[config.mk]
export PLATFORM = sky130hd
export DESIGN_NAME = up_counter
export DESIGN_NICKNAME = d
export VERILOG_FILES = /design/src/rtl/up_counter.sv
export SDC_FILE = /design/constraint.sdc
export NUM_CORES = 1
export LEC_CHECK = 0
export CAP_MARGIN = 20
export CORE_AREA = 3 3 40 42
export DETAILED_ROUTE_END_ITERATION = 10
export DIE_AREA = 0 0 43 45
export PLACE_DENSITY = 0.54
export REMOVE_ABC_BUFFERS = 1
export SLEW_MARGIN = 0
export SYNTH_ARGS = -nofsm -noshare
export SYNTH_HDL_FRONTEND = slang
export SYNTH_SLANG_ARGS = --single-unit
[constraint.sdc]
create_clock -name clk -period 2.5 [get_ports clk]
set_clock_uncertainty 0.15 [all_clocks]
set_input_delay 0.375 -clock clk [delete_from_list [all_inputs] [get_ports clk]]
set_output_delay 0.375 -clock clk [all_outputs]
set_load 0.02 [all_outputs]
[src/rtl/up_counter.sv]
// up_counter: modulo-MOD_VALUE up counter with parallel load, synchronous
// clear, terminal-count flag, registered wrap pulse and optional one-shot
// halt (ONE_SHOT=1).
//
// Build option: define UP_COUNTER_WRAPCNT_EN to get a saturating 8-bit count
// of wrap pulses on wrap_count. Without it wrap_count is a constant 0 and no
// register exists behind it; the port list is the same in both builds.
module up_counter #(
  parameter int WIDTH     = 3,
  parameter int MOD_VALUE = 8,
  parameter int ONE_SHOT  = 0
) (
  input  logic             clk,
  input  logic             reset,
  input  logic             en,
  input  logic             clear,
  input  logic             load,
  input  logic [WIDTH-1:0] load_val,
  output logic [WIDTH-1:0] data_out,
  output logic             tc,
  output logic             wrap,
  output logic             done,
  output logic [7:0]       wrap_count
);

  // RUN counts; HALT freezes the count after a one-shot terminal count.
  typedef enum logic {
    RUN  = 1'b0,
    HALT = 1'b1
  } state_t;

  // Last value of the sequence; also the saturation ceiling for loads.
  localparam logic [WIDTH-1:0] MAX_VAL = WIDTH'(MOD_VALUE - 1);

  state_t           state_reg, state_next;
  logic [WIDTH-1:0] count_reg, count_next;
  logic             wrap_reg, wrap_next;

  // State, count and wrap-pulse registers; reset dominates everything.
  always_ff @(posedge clk) begin
    if (reset) begin
      state_reg <= RUN;
      count_reg <= '0;
      wrap_reg  <= 1'b0;
    end else begin
      state_reg <= state_next;
      count_reg <= count_next;
      wrap_reg  <= wrap_next;
    end
  end

  // Next-state logic: clear beats load beats en; HALT ignores en.
  always_comb begin
    state_next = state_reg;
    count_next = count_reg;
    wrap_next  = 1'b0;
    if (clear) begin
      state_next = RUN;
      count_next = '0;
    end else if (load) begin
      // Out-of-range loads saturate at the terminal value; loads never wrap.
      state_next = RUN;
      count_next = (load_val > MAX_VAL) ? MAX_VAL : load_val;
    end else if (en && (state_reg == RUN)) begin
      if (count_reg == MAX_VAL) begin
        if (ONE_SHOT != 0) begin
          state_next = HALT;
        end else begin
          // Explicit return to 0 so the modulus need not be a power of two.
          count_next = '0;
          wrap_next  = 1'b1;
        end
      end else begin
        count_next = count_reg + 1'b1;
      end
    end
  end

  assign data_out = count_reg;
  assign tc       = (count_reg == MAX_VAL);
  assign wrap     = wrap_reg;
  assign done     = (state_reg == HALT);

`ifdef UP_COUNTER_WRAPCNT_EN
  logic [7:0] wcnt_reg;

  // Saturating wrap counter; bumps in step with the wrap pulse register.
  always_ff @(posedge clk) begin
    if (reset || clear) begin
      wcnt_reg <= 8'd0;
    end else if (wrap_next && (wcnt_reg != 8'hFF)) begin
      wcnt_reg <= wcnt_reg + 8'd1;
    end
  end

  assign wrap_count = wcnt_reg;
`else
  assign wrap_count = 8'd0;
`endif

endmodule

==> impl_results.md <==
* Worst min-delay path class: reg -> reg
* Final Hold Viols at 0
* Post-CTS Hold Buffers at 0
* Aggregate global routing overflow at 0
* PD cells at 471.0 nW/um^2
* GP Congestion at around 0.63
* Worst hold path cell count at 2
* Data arrival, critical path at approximately 1.6 ns
* Sw Ratio at 0.2653
* GR Util All Layers at 0.06255
* Die area at 1935 sq um
* First-pass GRT wire length at just under 800 um
* YS warnings at 0
* Die Height at between 40 and 50 um
* Required time of the critical path at around 2 ns
* Max FFs per register at 3
* Final nets at 54
* Setup TNS at 0 ns
* CP Max Fanout at 4
* Unrepaired setup endpoints after global routing: false
* Layout area overhead at 44.20%
* Cells after Synth at 28
* Lkg Pwr at ~0.21 nW
* Core Area at around 1300 sq um
* DRC at 0
* Sequential Power Share at 0.360
* Pint at between 0.0001 and 0.00015 W
* Rows at 13
* Post-CTS setup buffers at 0
* Area contributors post-synth: dfxtp_1 29%, buf_4 24%, ha_1 8.9%, mux2_1 8.0%, o211a_1 7.1%
* Clock Path Buffers at 2
* Via density at around 3.7
* Clock Latency Late Sink at approximately 0.23 ns
* Mapped cell area at ~280 sq um
* Yosys cell types at 12
* Max-slew violation count at 0
* CTS tree: built
* Drt first pass iters at 2
* # diodes at 0
* Reg2Reg Depth at 4
* Vias post-DR at between 200 and 250
* ANT nets after route at 0
* Final period util at 0.8473
* Post-synth top area cell: dfxtp_1
* WL/cell at 9.018 um
* Startpoint types: register
* CP endpoint kind: primary output
* Largest net degree at the start of global routing at 8
* Die X at roughly 43 um
* Logic gate share of total power at 0.223
* Post-synthesis sequential area ratio at 0.2857
* Max IR drop VDD at about 210 uV
* CTS resizes at 0
* Antenna violations before repair at 0
* CTS clk-pin slew, worst paths at about 0.04 ns
* Total chip power at around 0.00019 W
* Cts bufs inserted at 3
* Worst Setup Slack, final at about 0.38 ns
* Clock root cell: clkbuf_4
* Max_cap viols at 0
* Clock tree sinks at 4
* Starting Density at 0.2181
* Post-synth top area share at 0.2857
* Yosys reg bits at 4
* I/O pins at 22
* CP Class: reg -> out
* Post-route minimum period at around 2.1 ns
* # port buffers at 12
* Clock share of power at 0.417
* Setup Viol. Count Final at 0
* Number of global-route vias before repair at roughly 180
* H-tree depth at 1
* Share of post-route cells with drive strength above 1 at 0.09524
* Fin Hold WS at about 0.47 ns
* Initial DRC count at 1
* Placement Setup Slack at 0.6206 ns
* P_sw at around 0.000051 W
* Syn_area_per_cell at 10.01 sq um
* Max frequency at roughly 470 MHz
* Status: complete, no violations
* Final WL at 514 um
## metal layers
metal,part of all wire,GRT usage,vias up
met2,0.41,0.07485,19
met3,0.21,0.06375,0
met1,0.38,0.06780,87
met5,0,0,-
li1,-,-,107
met4,0,0.03614,0
## cell families after synthesis
kind of cell               after synthesis  share of synthesized area
muxes                                    2                    0.08035
other                                    1                    0.01338
buffers and inverters                    9                     0.2411
DFF                                      4                     0.2857
adders and majority gates                2                    0.08927
and+or+nand+nor                          7                     0.1830
AOI/OAI and AO/OA                        3                     0.1071
## synthesized netlist by cell type
master and instances:
nor2b_1 1, o311a_1 1, conb_1 1, o211a_1 2, and4b_1 1, buf_4 9
nor3b_2 1, nor2_1 1, ha_1 2, nand2b_1 3, mux2_1 2, dfxtp_1 4
## area by class of cell
class,instances,area [sq um]
fillers,146,880.8
multi-input cells,23,162.7
repair buffers,12,120.1
flip-flops and latches,4,80.08
clock buffers,3,22.52
well taps,15,18.77
## critical path, cell delays in order, from the launching register on
cell	delay [ns]
dfxtp_1	0.38
ha_1	0.17
ha_1	0.19
clkdlybuf4s50_1	0.62
## stage by stage
step	utilization	std cells	cell area [sq um]
2_1_floorplan	-	27	242.7
3_3_place_gp	0.2970	54	381.6
3_5_place_dp	0.2970	54	381.6
4_1_cts	0.3145	57	404.1
5_1_grt	0.3145	57	404.1
6_report	0.3145	57	404.1
## cell usage in the layout (no fill, tap or decap)
| cell | netlist | layout |
|---|---|---|
| clkdlybuf4s50_1 | 0 | 12 |
| conb_1 | 1 | 9 |
| dfxtp_1 | 4 | 4 |
| nand2b_1 | 3 | 3 |
| clkbuf_4 | 0 | 3 |
| mux2_1 | 2 | 2 |
| o211a_1 | 2 | 2 |
| ha_1 | 2 | 2 |
| nor2_1 | 1 | 1 |
| nor3b_2 | 1 | 1 |
| nor2b_1 | 1 | 1 |
| o311a_1 | 1 | 1 |
| and4b_1 | 1 | 1 |
## power groups by stage
stage / Clock (W) / Sequential (W) / Combinational (W)
2_1_floorplan: 0 / 0.0000722 / 0.0000207
3_3_place_gp: 0 / 0.0000696 / 0.0000423
3_5_place_dp: 0 / 0.0000696 / 0.0000424
4_1_cts: 0.0000838 / 0.0000686 / 0.0000426
5_1_grt: 0.0000872 / 0.0000687 / 0.0000463
6_report: 0.0000794 / 0.0000685 / 0.0000424
## final timing paths
kind | from | end | slack [ns]
max | data_out[0] | tc | 0.38
min | data_out[2] | data_out[2] | 0.47
max reg2reg | data_out[0] | data_out[2] | 0.95
min reg2reg | data_out[2] | data_out[2] | 0.47
(Power assumes the default switching activity.)
